===== src/rtl/spi_shift_engine.sv =====
// SPI master shift engine: pops one TX word per frame, drives SCK/NSS/MOSI,
// samples MISO and hands the received word to the RX FIFO.
module spi_shift_engine #(
    parameter int DATA_WIDTH = 32,
    parameter int DIV_WIDTH  = 16,
    parameter int NSS_NUM    = 1
) (
    input  logic                  clk_i,
    input  logic                  rst_n_i,
    input  logic                  en_i,
    input  logic                  cpol_i,
    input  logic                  cpha_i,
    input  logic                  lsb_i,
    input  logic                  ass_i,
    input  logic [1:0]            dtb_i,
    input  logic [NSS_NUM-1:0]    nss_i,
    input  logic [DIV_WIDTH-1:0]  div_i,
    input  logic                  tx_valid_i,
    input  logic [DATA_WIDTH-1:0] tx_data_i,
    output logic                  tx_ready_o,
    output logic                  rx_valid_o,
    output logic [DATA_WIDTH-1:0] rx_data_o,
    input  logic                  rx_ready_i,
    output logic                  busy_o,
    output logic                  spi_sck_o,
    output logic [NSS_NUM-1:0]    spi_nss_o,
    output logic                  spi_mosi_o,
    input  logic                  spi_miso_i
);
    localparam int IW = $clog2(DATA_WIDTH);

    typedef enum logic [2:0] {S_IDLE, S_LEAD, S_XFER, S_TRAIL, S_GAP} state_e;

    state_e                state_q, state_d;
    logic [DIV_WIDTH-1:0]  cnt_q, cnt_d, div_q, div_d;
    logic [6:0]            edge_q, edge_d;
    logic [DATA_WIDTH-1:0] word_q, word_d, rx_shift_q, rx_shift_d, rx_data_q, rx_data_d;
    logic                  cpol_q, cpol_d, cpha_q, cpha_d, lsb_q, lsb_d, ass_q, ass_d;
    logic [1:0]            dtb_q, dtb_d;
    logic [NSS_NUM-1:0]    nss_l_q, nss_l_d, nss_q, nss_d;
    logic                  sck_q, sck_d, mosi_q, mosi_d, busy_q, busy_d, rx_valid_q, rx_valid_d;

    logic                  wrap, do_edge;
    logic [DIV_WIDTH-1:0]  cnt_next;
    logic [6:0]            n_bits, two_n, e, tx_idx, rx_idx, tx_pos, rx_pos, n_in, fpos;

    function automatic logic [6:0] frame_bits(input logic [1:0] dtb);
        logic [2:0] d1;
        d1 = {1'b0, dtb} + 3'd1;
        return {1'b0, d1, 3'b000};
    endfunction

    function automatic logic [6:0] bit_pos(input logic [6:0] idx, input logic [6:0] n,
                                           input logic lsb);
        return lsb ? idx : (n - 7'd1 - idx);
    endfunction

    assign tx_ready_o = rst_n_i & (state_q == S_IDLE) & en_i & tx_valid_i &
                        (~rx_valid_q | rx_ready_i);

    always_comb begin
        state_d    = state_q;
        cnt_d      = cnt_q;
        edge_d     = edge_q;
        word_d     = word_q;
        cpol_d     = cpol_q;
        cpha_d     = cpha_q;
        lsb_d      = lsb_q;
        ass_d      = ass_q;
        dtb_d      = dtb_q;
        nss_l_d    = nss_l_q;
        div_d      = div_q;
        sck_d      = sck_q;
        nss_d      = nss_q;
        mosi_d     = mosi_q;
        rx_shift_d = rx_shift_q;
        rx_data_d  = rx_data_q;
        rx_valid_d = rx_valid_q & ~rx_ready_i;
        do_edge    = 1'b0;

        wrap     = (cnt_q == div_q);
        cnt_next = wrap ? '0 : cnt_q + 1'b1;
        n_bits   = frame_bits(dtb_q);
        two_n    = {n_bits[5:0], 1'b0};
        e        = edge_q + 7'd1;
        // Bit indices derive from the edge number: each bit spans one leading+trailing pair.
        tx_idx   = cpha_q ? ((e - 7'd1) >> 1) : (e >> 1);
        rx_idx   = cpha_q ? ((e >> 1) - 7'd1) : ((e - 7'd1) >> 1);
        tx_pos   = bit_pos(tx_idx, n_bits, lsb_q);
        rx_pos   = bit_pos(rx_idx, n_bits, lsb_q);
        n_in     = frame_bits(dtb_i);
        fpos     = lsb_i ? 7'd0 : (n_in - 7'd1);

        case (state_q)
            S_IDLE: begin
                cnt_d  = '0;
                edge_d = '0;
                sck_d  = cpol_i;
                nss_d  = ass_i ? '1 : ~nss_i;
                mosi_d = 1'b0;
                if (tx_ready_o) begin
                    state_d    = S_LEAD;
                    word_d     = tx_data_i;
                    cpol_d     = cpol_i;
                    cpha_d     = cpha_i;
                    lsb_d      = lsb_i;
                    ass_d      = ass_i;
                    dtb_d      = dtb_i;
                    nss_l_d    = nss_i;
                    div_d      = div_i;
                    nss_d      = ~nss_i;
                    rx_shift_d = '0;
                    if (!cpha_i) mosi_d = tx_data_i[fpos[IW-1:0]];
                end
            end
            S_LEAD: begin
                cnt_d = cnt_next;
                sck_d = cpol_q;
                nss_d = ~nss_l_q;
                if (wrap) begin
                    state_d = S_XFER;
                    do_edge = 1'b1;
                end
            end
            S_XFER: begin
                cnt_d = cnt_next;
                if (wrap) begin
                    if (edge_q == two_n) state_d = S_TRAIL;
                    else                 do_edge = 1'b1;
                end
            end
            S_TRAIL: begin
                cnt_d = cnt_next;
                sck_d = cpol_q;
                if (wrap) begin
                    state_d    = S_GAP;
                    rx_valid_d = 1'b1;
                    rx_data_d  = rx_shift_q;
                    nss_d      = ass_q ? '1 : ~nss_l_q;
                end
            end
            S_GAP: begin
                cnt_d = cnt_next;
                sck_d = cpol_q;
                if (wrap) begin
                    state_d = S_IDLE;
                    nss_d   = ass_i ? '1 : ~nss_i;
                end
            end
            default: state_d = S_IDLE;
        endcase

        if (do_edge) begin
            edge_d = e;
            sck_d  = ~sck_q;
            if (e[0]) begin
                if (!cpha_q) rx_shift_d[rx_pos[IW-1:0]] = spi_miso_i;
                else         mosi_d = word_q[tx_pos[IW-1:0]];
            end else begin
                if (cpha_q)           rx_shift_d[rx_pos[IW-1:0]] = spi_miso_i;
                else if (e != two_n)  mosi_d = word_q[tx_pos[IW-1:0]];
            end
        end

        // Disable aborts the frame outright; the popped word and partial RX data are dropped.
        if (state_q != S_IDLE && !en_i) begin
            state_d    = S_IDLE;
            cnt_d      = '0;
            edge_d     = '0;
            sck_d      = cpol_i;
            nss_d      = ass_i ? '1 : ~nss_i;
            mosi_d     = 1'b0;
            rx_valid_d = rx_valid_q & ~rx_ready_i;
            rx_data_d  = rx_data_q;
        end

        busy_d = (state_d != S_IDLE);
    end

    always_ff @(posedge clk_i or negedge rst_n_i) begin
        if (!rst_n_i) begin
            state_q    <= S_IDLE;
            cnt_q      <= '0;
            edge_q     <= '0;
            word_q     <= '0;
            cpol_q     <= 1'b0;
            cpha_q     <= 1'b0;
            lsb_q      <= 1'b0;
            ass_q      <= 1'b0;
            dtb_q      <= '0;
            nss_l_q    <= '0;
            div_q      <= '0;
            sck_q      <= 1'b0;
            nss_q      <= '1;
            mosi_q     <= 1'b0;
            busy_q     <= 1'b0;
            rx_valid_q <= 1'b0;
            rx_data_q  <= '0;
            rx_shift_q <= '0;
        end else begin
            state_q    <= state_d;
            cnt_q      <= cnt_d;
            edge_q     <= edge_d;
            word_q     <= word_d;
            cpol_q     <= cpol_d;
            cpha_q     <= cpha_d;
            lsb_q      <= lsb_d;
            ass_q      <= ass_d;
            dtb_q      <= dtb_d;
            nss_l_q    <= nss_l_d;
            div_q      <= div_d;
            sck_q      <= sck_d;
            nss_q      <= nss_d;
            mosi_q     <= mosi_d;
            busy_q     <= busy_d;
            rx_valid_q <= rx_valid_d;
            rx_data_q  <= rx_data_d;
            rx_shift_q <= rx_shift_d;
        end
    end

    assign spi_sck_o  = sck_q;
    assign spi_nss_o  = nss_q;
    assign spi_mosi_o = mosi_q;
    assign busy_o     = busy_q;
    assign rx_valid_o = rx_valid_q;
    assign rx_data_o  = rx_data_q;

endmodule


===== config.mk =====
export PLATFORM = sky130hd
export DESIGN_NAME = spi_shift_engine
export DESIGN_NICKNAME = d
export VERILOG_FILES = /design/src/rtl/spi_shift_engine.sv
export SDC_FILE = /design/constraint.sdc
export NUM_CORES = 1
export LEC_CHECK = 0
export ABC_AREA = 1
export CAP_MARGIN = 5
export CORE_UTILIZATION = 56
export DETAILED_ROUTE_END_ITERATION = 10
export PLACE_DENSITY = 0.82
export SYNTH_ARGS = -nofsm -noshare
export SYNTH_HDL_FRONTEND = slang
export SYNTH_SLANG_ARGS = --single-unit

===== constraint.sdc =====
create_clock -name clk_i -period 4.03 [get_ports clk_i]
set_clock_uncertainty 0.1 [all_clocks]
set_input_delay 0.6045 -clock clk_i [delete_from_list [all_inputs] [get_ports clk_i]]
set_output_delay 0.6045 -clock clk_i [all_outputs]
set_load 0.05 [all_outputs]

After elaboration in Yosys (flattened, before gate mapping)
Index checks and enable logic that the tools add are counted.
{"block": "totals", "ff_bits": 150, "input_bits": 61, "output_inout_bits": 38, "elab_cells": 126}
{"block": "classes", "n_addsub": 10, "n_lt_le_gt_ge": 4, "eq_ne": 9, "n_mux": 58, "bitwise": 12, "n_reduce_logical": 15}
{"cell": "$mux 32", "n": 6}
{"cell": "$bwmux 32", "n": 1}
{"cell": "$mux 16", "n": 2}
{"cell": "$pmux 16 s2", "n": 1}
{"cell": "$mux 1", "n": 26}
{"cell": "$mux 5", "n": 5}
{"cell": "$mux 3", "n": 7}
{"cell": "$mux 7", "n": 3}
{"cell": "$lt 5x6->1 const B", "n": 3}
{"cell": "$add 16x1->16 const B", "n": 1}
{"cell": "$eq 16x16->1", "n": 1}
{"cell": "$pmux 3 s5", "n": 1}
{"cell": "$sub 5x1->5 const B", "n": 3}
{"cell": "$reduce_bool 3->1", "n": 4}
{"cell": "$bmux 1 s5", "n": 2}
{"cell": "$sub 5x5->5", "n": 2}
{"cell": "$add 7x1->7 const B", "n": 1}
{"cell": "$eq 7x7->1", "n": 1}
{"cell": "$ne 7x7->1", "n": 1}
{"cell": "$eq 3x2->1 const B", "n": 2}
{"cell": "$ne 3x3->1 const B", "n": 2}
{"cell": "$not 1->1", "n": 6}
{"cell": "$reduce_and 3->1", "n": 2}
{"cell": "$sub 6x1->6 const B", "n": 1}
{"cell": "other kinds (18)", "n": 24}

Logic depth before layout (Yosys ltp)
Gate-level depths: netlist of run 1.
{"block": "depth", "ltp_word": 13, "mapped_depth": 22, "depth_no_buf": 22}

Least setup slack after synthesis of run 1
No wires, ideal clock.
{"block": "synth_path", "kind": "reg-to-reg", "from": "register edge_q[0]", "to": "register rx_shift_q[2]", "setup_time_ps": 123, "arrival_time_ps": 2862, "t_required_ps": 3807, "path_slack_ps": 945, "stages_incl_launch_ff": 18, "n_path_buf": 0, "period_less_slack_ps": 3085, "cell_sequence": "dfrtp_1 > ha_1 > inv_1 > nand2_1 > nand2_1 > nand3_1 > xor2_1 > o21ai_2 > ha_1 > o21ai_0 > nand3_1 > xnor2_1 > xnor2_2 > inv_2 > nor2_4 > nand2_2 > o21ai_0 > nand2_1"}
{"block": "synth_via", "elab_chain_cells": 13, "elab_cells_between_ends": 20, "classes_between": "add/sub: 4; order compare: 2; eq/ne: 1; mux: 12; reduce/logical: 1"}
{"item": "start: declaration", "line_no": "36", "text": "logic [6:0] edge_q, edge_d;"}
{"item": "start signal: assignment", "line_no": "203", "text": "edge_q <= edge_d;"}
{"item": "$add 7x1->7", "line_no": "85", "text": "e = edge_q + 7'd1;"}
{"item": "$sub 6x1->6 or $sub 5x1->5 (tied branches)", "line_no": "88", "text": "rx_idx = cpha_q ? ((e >> 1) - 7'd1) : ((e - 7'd1) >> 1);"}
{"item": "$mux 5", "line_no": "88"}
{"item": "$sub 5x5->5", "line_no": "55", "text": "return lsb ? idx : (n - 7'd1 - idx);"}
{"item": "$mux 5", "line_no": "55"}
{"item": "$lt 5x6->1 (implied by the code) or $ge 5x1->1 (tied branches)", "line_no": "157, 160"}
{"item": "$logic_and 1x1->1 (implied by the code)", "line_no": "157, 160"}
{"item": "$mux 1 (implied by the code)", "line_no": "157, 160"}
{"item": "$demux 1 s5", "line_no": "157, 160"}
{"item": "$bwmux 32", "line_no": "157, 160"}
{"item": "$mux 32, on equally long branches", "line_no": "160, 157"}
{"item": "$mux 32", "line_no": "156", "text": "if (e[0]) begin"}
{"item": "$mux 32 *", "line_no": "153", "text": "if (do_edge) begin"}
{"item": "net rx_shift_d[2]", "line_no": "37", "text": "logic [DATA_WIDTH-1:0] word_q, word_d, rx_shift_q, rx_shift_d, rx_data_q, rx_data_d;"}
{"item": "end signal: assignment", "line_no": "218", "text": "rx_shift_q <= rx_shift_d;"}
{"item": "end: declaration", "line_no": "37"}
The timed path passes the listed nets; every way through them passes the cells marked *.
A chain may end at the register's enable or synchronous reset.

Worst setup path in the final report of run 1
{"block": "layout_path", "from": "register edge_q[0]", "to": "register rx_shift_q[15]"}
The elaborated chain is that of the path after synthesis.

==> results of run 1 <==
## layout make-up
type	instances	area (um2)	share of cell area, %
Multi-Input combinational cell	683	3490	36.8
Clock buffer	17	425	4.48
Sequential cell	150	3750	39.6
Inverter	104	390	4.12
Timing Repair Buffer	108	1070	11.3
Clock inverter	15	133	1.40
Tap cell	176	220	2.32
## registers in the layout, summed over array words and instances, names as in the netlist, 2 cells and up
name / cells
state_q: 3
edge_q: 7
rx_data_o: 32
cnt_q: 16
word_q: 32
rx_shift_q: 32
dtb_q: 2
div_q: 16
## logic make-up after synthesis
group	Yosys count
xor gates and xnor gates	31
muxes	26
buffers and inverters	135
and+or+nand+nor	491
adders and majority gates	9
AOI/OAI and AO/OA	126
DFF	150
## path summary, 6_finish.rpt
path | startpoint | to | slack [ps]
min | word_q[25] | word_q[25] | 380
max | edge_q[0] | rx_shift_q[15] | 480
min reg2reg | word_q[25] | word_q[25] | 380
max in group asynchronous | rst_n_i | state_q[1] | 2290
min in group asynchronous | rst_n_i | rx_shift_q[18] | 460
max reg2reg | edge_q[0] | rx_shift_q[15] | 480
## per-stage QoR
| stage | instance area (um2) | utilization [%] | power (uW) |
|---|---|---|---|
| finish | 9490 | 70.8 | 5350 |
| global route | 9490 | 70.8 | 5710 |
| CTS | 9490 | 70.8 | 5360 |
| detailed placement | 8920 | 66.5 | 3830 |
| global placement | 8920 | 66.5 | 3800 |
| floorplan | 7760 | - | 3350 |
## worst max-delay path, stage by stage, from the launching register on
cell and delay (ps):
dfrtp_1 540, inv_1 160, ha_1 340, inv_1 150, nand3_1 120, xor2_1 160
o21ai_2 180, ha_1 310, nor2_1 140, nand3_1 110, nand3_1 110, xnor2_1 110
xnor2_2 260, nand3_1 230, nor2_1 220, nand2_1 80, o21ai_0 140
## where the power goes
part,leakage (uW),internal (uW),switching (uW)
Sequential,0.00200,1790,187
Clock,0.000281,813,687
Combinational,0.00227,684,1200
Total,0.00455,3280,2070
## cells in the final DEF, fill, tap and decap left out, types with 3 or more instances in the layout
cell type / netlist / layout
nand2_1: 294 / 293
dfrtp_1: 149 / 149
clkdlybuf4s50_1: 0 / 96
inv_1: 94 / 94
o21ai_0: 83 / 83
nand3_1: 77 / 77
nor2_1: 66 / 66
mux2_2: 25 / 25
clkbuf_16: 0 / 17
xor2_1: 15 / 15
xnor2_1: 14 / 14
nand4_1: 11 / 11
a21oi_1: 11 / 11
nand3b_1: 11 / 11
nor3_1: 10 / 10
inv_2: 8 / 9
ha_1: 9 / 9
buf_4: 0 / 9
inv_6: 0 / 8
nand2_2: 6 / 7
o22ai_1: 7 / 7
o21ai_1: 6 / 6
or2_2: 5 / 5
nor2_2: 4 / 4
o211ai_1: 4 / 4
a31oi_1: 4 / 4
a22o_1: 3 / 3
clkinv_2: 0 / 3
## layer usage
layer	vias up	track usage, %	part of all wire [%]
met4	0	8.91	1.8
met2	205	42.3	47
met1	3085	35.9	46
li1	3323	-	-
met3	25	6.32	5.7
met5	-	0	0
==> flow_metrics.py, run 1 <==
metrics = {
    "sta": {
        "worst_pin_slew_ps": 1110,
        "hold_violations": 0,
        "fmax_mhz": 281,
        "fin_crit_ps": 3550,
        "fin_setup_tns_ps": 0,
        "setup_viol": 0,
        "timing.final.max_slew_violations": 0,
        "rsz0062_at_grt": "false",
        "hold_ws_ps": 376,
        "slew_headroom_pct": 26.0,
        "fin_crit_sh_pct": 88.2,
        "setup_slack_ps": 475,
    },
    "finish": {
        "drive_gt1_share_pct": 9.47,
        "num_antenna_cells": 0,
        "syn_to_final_growth_pct": 22.2,
        "fin_cells": 1253,
        "layout.nets": 1134,
        "fillers": 1099,
    },
    "synthesis": {
        "syn-instance-count": 968,
        "yosys.area_share.adder_pct": 1.45,
        "yosysSeqAreaShare_pct": 48.4,
        "synthXorXnorAreaFrac_pct": 3.69,
        "synth_most_common_cell": "nand2_1",
        "synth_edf_count": 0,
        "yosysWarnings": 0,
        "synth_top_family_by_area": "simple AND/OR/NAND/NOR gates",
        "synth_cell_types": 43,
        "syn-num-nets": 1038,
        "yosys_most_used_dff": "dfrtp_1",
        "synth_area_mm2": 0.00776,
        "synth_common_cells": "294 x nand2_1, 149 x dfrtp_1, 94 x inv_1",
        "yosysTopAreaCell": "dfrtp_1",
        "ys_ff_latch": 150,
        "synthMuxAreaShare_pct": 3.92,
        "synthSimpleGateAreaFrac_pct": 27.0,
        "yosys-top-cells-area": "dfrtp_1 48%, nand2_1 14%, o21ai_0 5.4%",
        "synth_compound_area_share_pct": 8.91,
        "netlist.area_leader.share_pct": 48.0,
        "syn_avg_cell_area_um2": 8.02,
        "async_flop_share_pct": 100,
    },
    "critical_path": {
        "cp_data_required_time_ps": 4270,
        "arrival_ps": 3790,
        "cp_max_fo": 9,
        "cp-end-kind": "register",
        "worstRegToRegCells": 16,
        "critPathKind": "register to register",
        "start_kind": "register",
    },
    "clock_network": {
        "clockBufferDepth": 2,
        "numCtsBuffers": 17,
        "cts_root_buf": "clkbuf_16",
        "tritoncts": "done",
        "ctsHtreeMaxLevel": 4,
        "clkTransAtPathRegs_ps": 70,
        "cts_num_sinks": 150,
        "post_cts_resized": 0,
        "cts_hold_buf": 1,
        "post_cts_buffers": 0,
        "clock_latency_ps": 430,
    },
    "floorplanning": {
        "die_h_um": 120,
        "fp.coreArea_mm2": 0.0134,
        "die_width_um": 120,
        "io_pins": 99,
        "initial_core_util_pct": 57.9,
        "num_rows": 42,
        "dieArea_mm2": 0.0143,
    },
    "min_path": {
        "whs_path_depth": 2,
        "hold_path.class": "register to register",
    },
    "place": {
        "dp.cells": 1220,
        "dpl.hpwl_um": 12200,
        "gp_congestion": 0.904,
        "port-buffer-count": 98,
        "dp_slack_ps": 566,
    },
    "route": {
        "drtPass1Iterations": 5,
        "route.detailed.drc": 0,
        "vias_per_cell": 5.30,
        "detailroute.via_count": 6638,
        "drt_iter0_drc": 476,
        "drtAntennaViolNets": 0,
        "routed_wl_um": 17600,
        "wl_per_cell_um": 14.1,
    },
    "global_routing": {
        "antenna_found_initial": 0,
        "grt_pass1_vias": 6329,
        "grt_max_degree": 70,
        "grt_usage_pct": 26.6,
        "overflow": 0,
        "grt_pass1_wl_um": 30000,
    },
    "pwr": {
        "max-vdd-ir-drop_mv": 0.362,
        "p_per_area_mw_per_mm2": 565,
        "leakagePower_uw": 0.00455,
    },
    "run": {
        "drv_cap": 0,
    },
    "run_status": {
        "status": "finished, final reports clean",
    },
}
Note: power is estimated with default switching activity, not from simulation.
==> run 2, diff against run 1 <==
--- a/config.mk
+++ b/config.mk
@@ -9,6 +9,7 @@
 export CAP_MARGIN = 5
 export CORE_UTILIZATION = 56
 export DETAILED_ROUTE_END_ITERATION = 10
+export HOLD_SLACK_MARGIN = 0.12
 export PLACE_DENSITY = 0.82
 export SYNTH_ARGS = -nofsm -noshare
 export SYNTH_HDL_FRONTEND = slang
==> results of run 2 <==
The final DEF is identical to that of run 1; final timing and power are the same.
==> run 3, diff against run 2 <==
--- a/config.mk
+++ b/config.mk
@@ -6,7 +6,7 @@
 export NUM_CORES = 1
 export LEC_CHECK = 0
 export ABC_AREA = 1
-export CAP_MARGIN = 5
+export CAP_MARGIN = 25
 export CORE_UTILIZATION = 56
 export DETAILED_ROUTE_END_ITERATION = 10
 export HOLD_SLACK_MARGIN = 0.12
==> run 3 against run 2 <==
  * Critical path depth did not move
  * Total power hardly changed
  * Count of clock-buffer cells in the layout unchanged
  * Worst setup slack improved by 49 ps
  * Core utilization rose by 0.11 points
  * First-iteration DRC count down 4.2%
  * Sequential cell count is the same
  * Largest power group unchanged
==> flow_metrics.py, run 3 (synthesis results as in run 1) <==
metrics = {
    "sta": {
        "hold_violations": 0,
        "fin_crit_ps": 3510,
        "slew_headroom_pct": 42.8,
        "fin_setup_tns_ps": 0,
        "fmax_mhz": 285,
        "worst_pin_slew_ps": 858,
        "timing.final.max_slew_violations": 0,
        "rsz0062_at_grt": "false",
        "fin_crit_sh_pct": 87.0,
        "setup_viol": 0,
    },
    "critical_path": {
        "cp_data_required_time_ps": 4270,
        "cp-end-kind": "register",
        "critPathKind": "register to register",
        "cp_max_fo": 9,
        "start_kind": "register",
        "arrival_ps": 3750,
    },
    "pwr": {
        "swShare_pct": 38.7,
        "intPower_uw": 3280,
        "pwr-share-clk_pct": 28.0,
        "seqPwrFrac_pct": 36.8,
        "leakagePower_uw": 0.00456,
        "p_switching_uw": 2070,
        "max-vdd-ir-drop_mv": 0.362,
        "power_frac_comb_pct": 35.2,
        "p_per_area_mw_per_mm2": 564,
    },
    "run_status": {
        "status": "finished, final reports clean",
    },
    "finish": {
        "layout_common_cells": "293 x nand2_1, 149 x dfrtp_1, 96 x clkdlybuf4s50_1, 94 x inv_1, 83 x o21ai_0",
        "fin_cells": 1254,
        "num_antenna_cells": 0,
        "drive_gt1_share_pct": 9.55,
        "final_common_cell": "nand2_1",
        "layout.nets": 1135,
        "syn_to_final_growth_pct": 22.4,
    },
    "global_routing": {
        "grt_usage_pct": 26.6,
        "grt_max_degree": 70,
        "antenna_found_initial": 0,
        "grt_pass1_vias": 6329,
        "grt_pass1_wl_um": 30000,
        "overflow": 0,
    },
    "min_path": {
        "hold_path.class": "register to register",
    },
    "route": {
        "drtAntennaViolNets": 0,
        "route.detailed.drc": 0,
        "drt_iter0_drc": 456,
        "wl_per_cell_um": 14.1,
        "routed_wl_um": 17700,
        "vias_per_cell": 5.30,
        "detailroute.via_count": 6647,
        "drtPass1Iterations": 6,
    },
    "clock_network": {
        "post_cts_resized": 0,
        "post_cts_buffers": 0,
        "tritoncts": "done",
        "clkTransAtPathRegs_ps": 70,
        "clockBufferDepth": 2,
        "cts_num_sinks": 150,
        "ctsHtreeMaxLevel": 4,
        "cts_root_buf": "clkbuf_16",
        "numCtsBuffers": 17,
        "cts_hold_buf": 1,
        "clock_latency_ps": 430,
    },
    "floorplanning": {
        "die_h_um": 120,
        "initial_core_util_pct": 57.9,
        "io_pins": 99,
        "fp.coreArea_mm2": 0.0134,
        "die_width_um": 120,
        "num_rows": 42,
        "dieArea_mm2": 0.0143,
    },
    "place": {
        "port-buffer-count": 98,
        "dpl.hpwl_um": 12200,
        "dp.cells": 1220,
        "gp_congestion": 0.904,
    },
    "run": {
        "drv_cap": 0,
    },
}
## run 3: worst max-delay path, stage by stage (launching register included)
cell and delay, ps:
dfrtp_1 540, inv_1 150, ha_1 340, inv_1 150, nand3_1 120, xor2_1 160, o21ai_2 180, ha_1 310
nor2_1 140, nand3_1 110, nand3_1 110, xnor2_1 110, xnor2_2 260, nand3_1 230, nor2_1 210, nand2_1 80
o21ai_0 100
## run 3: final timing paths
kind | startpoint | to | slack, ps | cells past startpoint
setup / recovery | edge_q[0] | rx_shift_q[15] | 520 | 16
hold / removal | word_q[25] | word_q[25] | 380 | 2
hold reg to reg | word_q[25] | word_q[25] | 380 | 2
setup reg to reg | edge_q[0] | rx_shift_q[15] | 520 | 16
min in group asynchronous | rst_n_i | rx_shift_q[18] | 460 | 2
max in group asynchronous | rst_n_i | busy_o | 2290 | 3
## run 3: power groups by stage
| stage | sequential [uW] | clock (uW) | combinational [uW] |
|---|---|---|---|
| finish | 1970 | 1500 | 1880 |
| global route | 2000 | 1590 | 2130 |
| CTS | 1970 | 1510 | 1880 |
| detailed placement | 1990 | 0 | 1840 |
| global placement | 1980 | 0 | 1820 |
| floorplan | 1980 | 0 | 1370 |
## run 3: area by class of cell
type                            count  area (um2)
Fill cell                        1092        3900
Sequential cell                   150        3750
Multi-Input combinational cell    683        3490
Timing Repair Buffer              109        1080
Clock buffer                       17         425
Inverter                          104         390
Tap cell                          176         220
Clock inverter                     15         133
## run 3: layer usage
metal  GRT usage, %  vias up  wire, um
li1               -     3322         -
met1           35.9     3084      8090
met2           42.3      213      8230
met3           6.32       28      1010
met4           8.91        0       329
met5              0        -         0
## run 3: stage by stage
stage                     utilization (%)  worst slack, ps  area [um2]  hold WS (ps)  total power, uW
after global placement               66.5              700        8920           339             3800
final                                70.9              524        9500           376             5360
after detailed placement             66.5              566        8920           340             3830
after global routing                 70.9              240        9500           395             5720
after CTS                            70.8              513        9490           374             5360
after floorplan                         -              945        7760           209             3350
